[src/rtl/l1_snoop_responder.sv]
// Snoop responder for the L1 data cache: looks up a snooped tag across all ways, answers
// HIT/HITM/NOHIT, streams back a modified line if needed, then issues one MESI update.
module l1_snoop_responder #(
    parameter int WAYS     = 8,
    parameter int TAG_W    = 12,
    parameter int WB_BEATS = 8,
    parameter int LRU_W    = (WAYS > 1) ? $clog2(WAYS) : 1,
    localparam int LINE_W  = TAG_W + 2 + LRU_W,
    localparam int WAY_W   = (WAYS > 1) ? $clog2(WAYS) : 1,
    localparam int BEAT_W  = (WB_BEATS > 1) ? $clog2(WB_BEATS) : 1
) (
    input  logic                     clk,
    input  logic                     rst,
    input  logic                     snoop_valid,
    output logic                     snoop_ready,
    input  logic [1:0]               snoop_op,
    input  logic [TAG_W-1:0]         snoop_tag,
    // Way i occupies lines_in[i*LINE_W +: LINE_W] as {tag, mesi, lru}.
    input  logic [WAYS*LINE_W-1:0]   lines_in,
    output logic                     result_valid,
    output logic [1:0]               snoop_result,
    output logic                     wb_valid,
    input  logic                     wb_ready,
    output logic [BEAT_W-1:0]        wb_beat,
    output logic                     wb_last,
    output logic                     update_valid,
    output logic [WAY_W-1:0]         update_way,
    output logic [1:0]               update_mesi,
    output logic                     protocol_err,
    output logic [2:0]               state_dbg
);

    // Handshakes: a snoop transfers on a posedge with snoop_valid & snoop_ready; a writeback
    // beat transfers on a posedge with wb_valid & wb_ready, and wb_valid/wb_beat/wb_last hold
    // steady until that beat transfers.

    localparam logic [1:0] OP_READ  = 2'd0;
    localparam logic [1:0] OP_WRITE = 2'd1;
    localparam logic [1:0] OP_RWIM  = 2'd2;
    localparam logic [1:0] OP_INVAL = 2'd3;

    localparam logic [1:0] MESI_I = 2'd0;
    localparam logic [1:0] MESI_S = 2'd1;
    localparam logic [1:0] MESI_M = 2'd3;

    localparam logic [1:0] RES_NOHIT = 2'd0;
    localparam logic [1:0] RES_HIT   = 2'd1;
    localparam logic [1:0] RES_HITM  = 2'd2;

    localparam logic [BEAT_W-1:0] LAST_BEAT = BEAT_W'(WB_BEATS - 1);

    typedef enum logic [2:0] {
        S_IDLE      = 3'd0,
        S_LOOKUP    = 3'd1,
        S_RESPOND   = 3'd2,
        S_WRITEBACK = 3'd3,
        S_UPDATE    = 3'd4
    } state_t;

    state_t state;

    logic [1:0]       op_q;
    logic [TAG_W-1:0] tag_q;
    logic [TAG_W-1:0] tag_arr_q [WAYS];
    logic [1:0]       mesi_arr_q [WAYS];

    logic [WAY_W-1:0] way_q;
    logic [1:0]       upd_mesi_q;
    logic             go_wb_q;
    logic             go_upd_q;

    logic [WAYS-1:0]  in_match;
    logic [WAYS-1:0]  q_match;
    logic             in_dup;
    logic             lk_hit;
    logic [WAY_W-1:0] lk_way;
    logic [1:0]       lk_mesi;
    logic [1:0]       lk_result;
    logic             lk_err;
    logic             lk_wb;
    logic             lk_upd;
    logic [1:0]       lk_upd_mesi;
    logic             unused_lru;

    assign snoop_ready = (state == S_IDLE) && !rst;
    assign state_dbg   = state;
    assign unused_lru  = ^lines_in;

    always_comb begin
        in_match = '0;
        q_match  = '0;
        for (int i = 0; i < WAYS; i++) begin
            in_match[i] = (lines_in[i*LINE_W + 2 + LRU_W +: TAG_W] == snoop_tag) &&
                          (lines_in[i*LINE_W + LRU_W +: 2] != MESI_I);
            q_match[i]  = (tag_arr_q[i] == tag_q) && (mesi_arr_q[i] != MESI_I);
        end
    end

    // More than one valid way holding the same tag is a coherence violation.
    assign in_dup = (in_match & (in_match - WAYS'(1))) != '0;
    assign lk_hit = |q_match;

    always_comb begin
        lk_way  = '0;
        lk_mesi = MESI_I;
        for (int i = WAYS - 1; i >= 0; i--) begin
            if (q_match[i]) begin
                lk_way  = WAY_W'(i);
                lk_mesi = mesi_arr_q[i];
            end
        end
    end

    always_comb begin
        lk_result   = RES_NOHIT;
        lk_err      = 1'b0;
        lk_wb       = 1'b0;
        lk_upd      = 1'b0;
        lk_upd_mesi = MESI_I;
        if (lk_hit) begin
            case (op_q)
                OP_READ: begin
                    lk_result   = (lk_mesi == MESI_M) ? RES_HITM : RES_HIT;
                    lk_wb       = (lk_mesi == MESI_M);
                    lk_upd      = (lk_mesi != MESI_M);
                    lk_upd_mesi = MESI_S;
                end
                OP_RWIM: begin
                    lk_result   = (lk_mesi == MESI_M) ? RES_HITM : RES_HIT;
                    lk_wb       = (lk_mesi == MESI_M);
                    lk_upd      = (lk_mesi != MESI_M);
                    lk_upd_mesi = MESI_I;
                end
                OP_INVAL: begin
                    lk_result   = (lk_mesi == MESI_M) ? RES_HITM : RES_HIT;
                    lk_upd      = (lk_mesi == MESI_S);
                    lk_err      = (lk_mesi != MESI_S);
                    lk_upd_mesi = MESI_I;
                end
                OP_WRITE: begin
                    // Another cache writing a line we hold means coherence already broke.
                    lk_result = RES_NOHIT;
                    lk_err    = 1'b1;
                end
                default: begin
                    lk_result = RES_NOHIT;
                end
            endcase
        end
    end

    always_ff @(posedge clk) begin
        if (rst) begin
            state        <= S_IDLE;
            op_q         <= OP_READ;
            tag_q        <= '0;
            way_q        <= '0;
            upd_mesi_q   <= MESI_I;
            go_wb_q      <= 1'b0;
            go_upd_q     <= 1'b0;
            result_valid <= 1'b0;
            snoop_result <= RES_NOHIT;
            wb_valid     <= 1'b0;
            wb_beat      <= '0;
            wb_last      <= 1'b0;
            update_valid <= 1'b0;
            update_way   <= '0;
            update_mesi  <= MESI_I;
            protocol_err <= 1'b0;
            for (int i = 0; i < WAYS; i++) begin
                tag_arr_q[i]  <= '0;
                mesi_arr_q[i] <= MESI_I;
            end
        end else begin
            result_valid <= 1'b0;
            snoop_result <= RES_NOHIT;
            protocol_err <= 1'b0;
            update_valid <= 1'b0;
            update_way   <= '0;
            update_mesi  <= MESI_I;
            case (state)
                S_IDLE: begin
                    if (snoop_valid) begin
                        op_q         <= snoop_op;
                        tag_q        <= snoop_tag;
                        protocol_err <= in_dup;
                        for (int i = 0; i < WAYS; i++) begin
                            tag_arr_q[i]  <= lines_in[i*LINE_W + 2 + LRU_W +: TAG_W];
                            mesi_arr_q[i] <= lines_in[i*LINE_W + LRU_W +: 2];
                        end
                        state <= S_LOOKUP;
                    end
                end
                S_LOOKUP: begin
                    result_valid <= 1'b1;
                    snoop_result <= lk_result;
                    protocol_err <= lk_err;
                    way_q        <= lk_way;
                    go_wb_q      <= lk_wb;
                    go_upd_q     <= lk_upd;
                    upd_mesi_q   <= lk_upd_mesi;
                    state        <= S_RESPOND;
                end
                S_RESPOND: begin
                    if (go_wb_q) begin
                        wb_valid <= 1'b1;
                        wb_beat  <= '0;
                        wb_last  <= (LAST_BEAT == '0);
                        state    <= S_WRITEBACK;
                    end else if (go_upd_q) begin
                        update_valid <= 1'b1;
                        update_way   <= way_q;
                        update_mesi  <= upd_mesi_q;
                        state        <= S_UPDATE;
                    end else begin
                        state <= S_IDLE;
                    end
                end
                S_WRITEBACK: begin
                    if (wb_ready) begin
                        if (wb_last) begin
                            wb_valid     <= 1'b0;
                            wb_last      <= 1'b0;
                            wb_beat      <= '0;
                            update_valid <= 1'b1;
                            update_way   <= way_q;
                            update_mesi  <= upd_mesi_q;
                            state        <= S_UPDATE;
                        end else begin
                            wb_beat <= wb_beat + BEAT_W'(1);
                            wb_last <= ((wb_beat + BEAT_W'(1)) == LAST_BEAT);
                        end
                    end
                end
                S_UPDATE: begin
                    state <= S_IDLE;
                end
                default: begin
                    state <= S_IDLE;
                end
            endcase
        end
    end

endmodule

[config.mk]
export PLATFORM = sky130hd
export DESIGN_NAME = l1_snoop_responder
export DESIGN_NICKNAME = d
export VERILOG_FILES = /design/src/rtl/l1_snoop_responder.sv
export SDC_FILE = /design/constraint.sdc
export NUM_CORES = 1
export LEC_CHECK = 0
export CORE_ASPECT_RATIO = 1.5
export CORE_MARGIN = 3
export CORE_UTILIZATION = 50
export CTS_CLUSTER_DIAMETER = 100
export CTS_CLUSTER_SIZE = 40
export DETAILED_ROUTE_END_ITERATION = 16
export GPL_ROUTABILITY_DRIVEN = 0
export PLACE_DENSITY = 0.85
export RECOVER_POWER = 50
export SLEW_MARGIN = 10
export SYNTH_ARGS = -nofsm -noshare
export SYNTH_HDL_FRONTEND = slang
export SYNTH_SLANG_ARGS = --single-unit
export TNS_END_PERCENT = 20
[constraint.sdc]
create_clock -name clk -period 4.5 [get_ports clk]
set_input_delay 0.45 -clock clk [delete_from_list [all_inputs] [get_ports clk]]
set_output_delay 0.45 -clock clk [all_outputs]
set_load 0.02 [all_outputs]
==> results of run 1 <==
[registers in the layout, summed over array words and instances (netlist names), 2 cells and up]
register,flops
mesi_arr_q,16
op_q,2
snoop_result,2
state_dbg,3
tag_arr_q,96
tag_q,12
update_way,3
way_q,3
wb_beat,3
[kinds of logic (layout without fill, tap and decap cells)]
| family | Yosys count | after routing |
|---|---|---|
| DFF | 149 | 149 |
| and+or+nand+nor | 277 | 277 |
| muxes | 4 | 4 |
| xor gates and xnor gates | 193 | 193 |
| other | 1 | 1 |
| AOI/OAI and AO/OA | 65 | 65 |
| buffers and inverters | 51 | 211 |
| adders and majority gates | 3 | 3 |
[power groups by stage]
stage          registers (µW)  clock network (µW)  logic (µW)
2_1_floorplan            1670                   0         357
5_1_grt                  1680                1550         636
3_3_place_gp             1690                   0         575
6_report                 1670                1480         592
3_5_place_dp             1690                   0         588
4_1_cts                  1670                1490         594
[cell usage after synthesis (3+ instances only)]
cell and n:
sky130_fd_sc_hd__dfxtp_1 37, sky130_fd_sc_hd__o21ai_1 3, sky130_fd_sc_hd__nand2_1 41, sky130_fd_sc_hd__o21ai_0 15, sky130_fd_sc_hd__edfxtp_1 112, sky130_fd_sc_hd__nand3_1 12, sky130_fd_sc_hd__buf_6 6, sky130_fd_sc_hd__buf_4 6
sky130_fd_sc_hd__xor2_1 48, sky130_fd_sc_hd__nor4_1 22, sky130_fd_sc_hd__buf_2 3, sky130_fd_sc_hd__a21oi_1 25, sky130_fd_sc_hd__nor2b_1 34, sky130_fd_sc_hd__nand2b_1 4, sky130_fd_sc_hd__and2_1 88, sky130_fd_sc_hd__nor3_1 4
sky130_fd_sc_hd__nand4_1 28, sky130_fd_sc_hd__or4_1 4, sky130_fd_sc_hd__mux2i_1 4, sky130_fd_sc_hd__xnor2_1 143, sky130_fd_sc_hd__inv_1 5, sky130_fd_sc_hd__nor2_1 25, sky130_fd_sc_hd__clkbuf_1 29
[stage by stage]
step / cell area (µm²) / utilization [%] / worst slack [ns] / hold WS, ns
2_1_floorplan: 8150 / - / 0.448 / 0.427
3_3_place_gp: 9860 / 62.2 / 1.13 / 0.435
3_5_place_dp: 9860 / 62.2 / 1.13 / 0.439
4_1_cts: 10500 / 66.1 / 1.14 / 0.403
5_1_grt: 10500 / 66.0 / 0.495 / 0.476
6_report: 10500 / 66.0 / 0.743 / 0.448
[path summary, 6_finish.rpt]
| path | startpoint | to | slack (ns) |
|---|---|---|---|
| max | rst | snoop_ready | 0.74 |
| min | way_q[1]$_SDFFE_PP0P_ | way_q[1]$_SDFFE_PP0P_ | 0.45 |
| max reg2reg | tag_q[11]$_SDFFE_PP0P_ | go_wb_q$_SDFFE_PP0P_ | 0.88 |
| min reg2reg | way_q[1]$_SDFFE_PP0P_ | way_q[1]$_SDFFE_PP0P_ | 0.45 |
[per-layer routing]
layer  vias up  track usage (%)  routed length, µm
li1       2854                -                  -
met1      2895             29.1               7850
met2       305             47.5              12200
met3        74             5.08               1610
met4         0             13.3               1150
met5         -                0                  0
[tightest hold or removal path: cells and delay by family (launching register included)]
| kind | cells | cell delay, ns |
|---|---|---|
| flops | 1 | 0.30 |
| simple gates | 1 | 0.05 |
| compound gates | 1 | 0.05 |
[area by class of cell]
| class | instances | area (µm²) |
|---|---|---|
| clock buffers | 19 | 433 |
| inverters | 5 | 18.8 |
| well taps | 203 | 254 |
| flip-flops and latches | 149 | 4100 |
| repair buffers | 174 | 1670 |
| multi-input cells | 543 | 3790 |
| fillers | 1171 | 5380 |
| clock inverters | 13 | 180 |
==> results_dict.tcl, run 1 <==
set metrics [dict create \
    yosysSeqAreaShare_pct 50.4 \
    holdCritPathClass "reg2reg" \
    final_hold_viol_count 0 \
    worst_r2r_path_depth 9 \
    die_area_um2 17900 \
    grt_usage_pct 26.5 \
    p_clk_share_pct 39.6 \
    final_max_slew_viol_count 108 \
    tritoncts "built" \
    ys_ff_latch 149 \
    static-leakage-power_uw 0.00375 \
    synthDominantCellAreaShare_pct 41.3 \
    synth_cell_type_count 57 \
    synth_area_per_cell_um2 11.0 \
    power_frac_comb_pct 15.8 \
    grt_first_pass_wirelength_um 34300 \
    data_required_critical_path_ns 4.05 \
    clock_latency_on_the_worst_skew_pair_ns 0.42 \
    critical_path_peak_fanout 48 \
    core_um2 15800 \
    post_synth_and_or_nand_nor_area_fraction_pct 19.4 \
    cts_setup_buffers 0 \
    timing.clock.skew_ns 0.00987 \
    clk_pin_slew_ns 0.06 \
    arrival_ns 3.31 \
    timing.critical_path.to_type "output port" \
    place.detailed.hpwl_um 16600 \
    cell_mode_on_critical_path "sky130_fd_sc_hd__clkbuf_1" \
    drtIter0Drc 559 \
    io_buffer_count 147 \
    setup_total_negative_slack_ns 0 \
    fin_total_pwr_uw 3740 \
    clock-root-buffer "sky130_fd_sc_hd__clkbuf_16" \
    layout-area-overhead-vs-synth_pct 28.2 \
    drt_wl_total_um 22800 \
    slowest_delay_ns 1.53 \
    critical_path_stages 4 \
    cts.htree.levels 4 \
    dr_total_vias 6128 \
    peakVddDrop_uv 255 \
    post_synth_inst_count 743 \
    power_density_nw_per_um2 358 \
    leading_cell_type_in_the_layout_fill_and_taps_excluded "sky130_fd_sc_hd__xnor2_1" \
    timing.critical_path.cells "clkbuf_1 -> clkbuf_1 -> nor4_1 -> dlygate4sd3_1" \
    main_combinational_cell_family_by_area_after_synthesis "XOR/XNOR gates" \
    vias_in_the_first_global_route 6251 \
    min_period_over_period_pct 83.5 \
    final_nets 1046 \
    drt_drc_violations_left 0 \
    diodes 0 \
    slew_headroom_pct -36.5 \
    numClockSinks 149 \
    tritoncts.num_buffers 17 \
    postCtsHoldBufs 0 \
    switching_power_uw 920 \
    cell_internal_pwr_uw 2820 \
    io-pin-count 173 \
    async_reset_ff_share_pct 0 \
    vert_die_dim_um 162 \
    slowest_stage "sky130_fd_sc_hd__clkbuf_1" \
    instances_no_fill 1106 \
    timing.final.setup_violations 0 \
    synth.largest_area_cell "sky130_fd_sc_hd__edfxtp_1" \
    startpoint_type "primary input" \
    dominantRegCellSynth "sky130_fd_sc_hd__edfxtp_1" \
    mostFrequentLayoutCells "143 x sky130_fd_sc_hd__xnor2_1, 128 x sky130_fd_sc_hd__clkdlybuf4s50_1, 112 x sky130_fd_sc_hd__edfxtp_1" \
    synth-compound-area-share_pct 5.11 \
    outcome "finished, violations left" \
    cts_repair_resize_count 0 \
    synthesis.area_um2 8150 \
    ys.warnings.count 0 \
    violated_checks "max-capacitance violations, max-slew violations" \
    p_sw_share_pct 24.6 \
    criticalPathCategory "in2out" \
    grt_antenna_before_repair 0 \
    max-cap-violations 2 \
    layout_cell_share_with_drive_strength_beyond_1_pct 7.09 \
    cts.path.max_buffers 2 \
    synth_fp_nets 899 \
    place_inst 1074 \
    synth-xor-area-share_pct 20.9 \
    grt_start_max_net_pins 60 \
    avgRoutedWirePerCell_um 20.7 \
    netlist_top_cells_area "sky130_fd_sc_hd__edfxtp_1 41%, sky130_fd_sc_hd__xnor2_1 15%, sky130_fd_sc_hd__dfxtp_1 9.1%" \
    pwr-share-seq_pct 44.6 \
    period_needed_ns 3.76 \
    synthMuxAreaShare_pct 0.491 \
    start_util_pct 51.5 \
    grt-ovfl-total 0 \
    grt_setup_unrepaired "false" \
    synth_edf_count 112 \
    antenna_violating_nets_post_route 0 \
    maximum_clock_frequency_mhz 266 \
    worst-slew-pin-transition_ns 2.05 \
    holdPathStages 2 \
    die_width_um 110 \
    viasPerCell 5.54 \
    core.rowCount 56 \
    first_pass_iters 5 \
    cpLargestDelayFamily "buffers and inverters" \
    timing.critical_path.buf_inv 3 \
    post_synth_fa_ha_maj_area_fraction_pct 0.430 \
]
Note: power is estimated with default switching activity, not from simulation.
==> run 2: changes to the inputs <==
clock period = 3.6 ns   (was 4.5 ns; I/O delays follow)
==> run 2 against run 1 <==
The run still ends with max-capacitance violations, max-slew violations left; critical path type is now reg2reg; sequential power is 25% higher; worst hold slack is essentially flat; setup slack worse by 0.25 ns; combinational power increased by 28%; sequential share of layout area is 0.11 points lower; largest cell class unchanged; flip-flop and latch count stayed put; non-clock buffer count is 11 higher; highest routed layer unchanged; register-to-register slack lost 0.39 ns.
==> results_dict.tcl, run 2 (synthesis results as in run 1) <==
set metrics [dict create \
    final_hold_viol_count 0 \
    numClockSinks 149 \
    cts.path.max_buffers 2 \
    violated_checks "max-capacitance violations, max-slew violations" \
    max-cap-violations 2 \
    grt_start_max_net_pins 44 \
    vias_in_the_first_global_route 6382 \
    p_sw_share_pct 25.7 \
    cts_setup_buffers 0 \
    cts_repair_resize_count 0 \
    die_width_um 110 \
    place.detailed.hpwl_um 17100 \
    min_period_over_period_pct 86.4 \
    num-fill-cells 1180 \
    drt_wl_total_um 23000 \
    final_max_slew_viol_count 32 \
    slew_headroom_pct -11.9 \
    tritoncts "built" \
    holdPathStages 2 \
    die_area_um2 17900 \
    grt-ovfl-total 0 \
    viasPerCell 5.65 \
    drtIter0Drc 637 \
    largest_register_ff_count 96 \
    drt_drc_violations_left 0 \
    period_needed_ns 3.11 \
    setup_total_negative_slack_ns 0 \
    p_clk_share_pct 36.4 \
    core_um2 15800 \
    layout_cell_share_with_drive_strength_beyond_1_pct 8.32 \
    leading_cell_type_in_the_layout_fill_and_taps_excluded "sky130_fd_sc_hd__xnor2_1" \
    outcome "finished, violations left" \
    grt_usage_pct 26.4 \
    grt_first_pass_wirelength_um 34400 \
    clock_latency_on_the_worst_skew_pair_ns 0.42 \
    cell_internal_pwr_uw 3320 \
    avgRoutedWirePerCell_um 20.7 \
    multi_input_comb_area_um2 3790 \
    timing.clock.skew_ns 0.00616 \
    pwr-share-seq_pct 46.7 \
    io_buffer_count 147 \
    postCtsHoldBufs 0 \
    grt_antenna_before_repair 0 \
    antenna_violating_nets_post_route 0 \
    first_pass_iters 5 \
    biggestRegsByFlops "tag_arr_q (96), mesi_arr_q (16), tag_q (12)" \
    mostFrequentLayoutCells "143 x sky130_fd_sc_hd__xnor2_1, 130 x sky130_fd_sc_hd__clkdlybuf4s50_1, 112 x sky130_fd_sc_hd__edfxtp_1" \
    static-leakage-power_uw 0.00377 \
    timing.critical_path.to_type "flip-flop" \
    start_util_pct 51.5 \
    dpl_cell_area_um2 9950 \
    clock-root-buffer "sky130_fd_sc_hd__clkbuf_16" \
    criticalPathCategory "reg2reg" \
    core.rowCount 56 \
    holdCritPathClass "reg2reg" \
    tritoncts.num_buffers 17 \
    critical_path_peak_fanout 5 \
    final_area_um2 10500 \
    timing.final.setup_violations 0 \
    layout-area-overhead-vs-synth_pct 28.6 \
    switching_power_uw 1150 \
    power_frac_comb_pct 16.9 \
    ff2ff_setup_slack_ns 0.49 \
    io-pin-count 173 \
    worst_r2r_path_depth 8 \
    vert_die_dim_um 162 \
    seqCellArea_um2 4100 \
    clk_pin_slew_ns 0.06 \
    data_required_critical_path_ns 3.93 \
    arrival_ns 3.44 \
    dr_total_vias 6308 \
    final_nets 1057 \
    diodes 0 \
    cts.htree.levels 4 \
    worst-slew-pin-transition_ns 1.68 \
    regMostFlops "tag_arr_q" \
    startpoint_type "flip-flop" \
    grt_setup_unrepaired "false" \
    peakVddDrop_uv 237 \
    maximum_clock_frequency_mhz 322 \
    power_density_nw_per_um2 426 \
]
[run 2: changes by cell type in the layout (fill, tap and decap cells not counted), moves of 2 or more]
cell	previous run	this run
sky130_fd_sc_hd__and2_1	84	74
sky130_fd_sc_hd__clkdlybuf4s50_1	128	130
sky130_fd_sc_hd__buf_4	24	35
sky130_fd_sc_hd__dlygate4sd3_1	18	16
sky130_fd_sc_hd__clkinvlp_4	4	6
sky130_fd_sc_hd__clkbuf_1	5	3
sky130_fd_sc_hd__and2_0	5	15
sky130_fd_sc_hd__bufinv_16	4	1
[run 2: final timing paths]
| check | from | endpoint |
|---|---|---|
| min | way_q[1]$_SDFFE_PP0P_ | way_q[1]$_SDFFE_PP0P_ |
| max | tag_q[7]$_SDFFE_PP0P_ | go_wb_q$_SDFFE_PP0P_ |
| min reg2reg | way_q[1]$_SDFFE_PP0P_ | way_q[1]$_SDFFE_PP0P_ |
| max reg2reg | tag_q[7]$_SDFFE_PP0P_ | go_wb_q$_SDFFE_PP0P_ |
[run 2: power groups by stage]
stage	Combinational, µW	Sequential [µW]	Clock, µW
global route	813	2100	1690
finish	757	2090	1620
global placement	726	2110	0
CTS	756	2080	1630
detailed placement	746	2120	0
floorplan	446	2080	0
[run 2: per-layer routing]
layer  vias up  part of all wire (%)  track usage, %
met1      3045                    35            30.2
met4         0                   4.4            11.5
met3        80                   6.3            4.01
li1       2885                     -               -
met2       298                    54            47.7
met5         -                     0               0
[run 2: worst max-delay path: stages, from the launching register on]
cell	delay [ns]
sky130_fd_sc_hd__dfxtp_1	0.58
sky130_fd_sc_hd__xnor2_1	0.17
sky130_fd_sc_hd__nand3_1	0.11
sky130_fd_sc_hd__or4_4	0.58
sky130_fd_sc_hd__or3b_1	0.37
sky130_fd_sc_hd__a311oi_1	0.36
sky130_fd_sc_hd__o22ai_1	0.19
sky130_fd_sc_hd__or4_1	0.52
sky130_fd_sc_hd__a21oi_1	0.15
[run 2: final cells by class]
cell class / instances / share of cell area, %
clock buffers: 18 / 4.10
clock inverters: 13 / 1.06
inverters: 5 / 0.179
multi-input cells: 543 / 36.2
flip-flops and latches: 149 / 39.2
well taps: 203 / 2.42
repair buffers: 185 / 16.9
[run 2: per-stage QoR]
stage | total power [µW] | setup WS (ns) | instances | hold slack (ns) | utilization (%)
2_1_floorplan | 2530 | 0.803 | 743 | 0.427 | -
4_1_cts | 4470 | 0.526 | 1116 | 0.439 | 66.3
6_report | 4470 | 0.491 | 1116 | 0.448 | 66.2
3_5_place_dp | 2860 | 0.492 | 1085 | 0.438 | 62.8
5_1_grt | 4600 | 0.309 | 1116 | 0.479 | 66.2
3_3_place_gp | 2840 | 0.498 | 1085 | 0.435 | 62.8
==> run 3: changes to the inputs <==
GPL_ROUTABILITY_DRIVEN = unset   (was 0)
SKIP_CTS_REPAIR_TIMING = 1   (was unset)
==> results of run 3 <==
No change in the layout: final DEF, timing and power equal those of run 2.
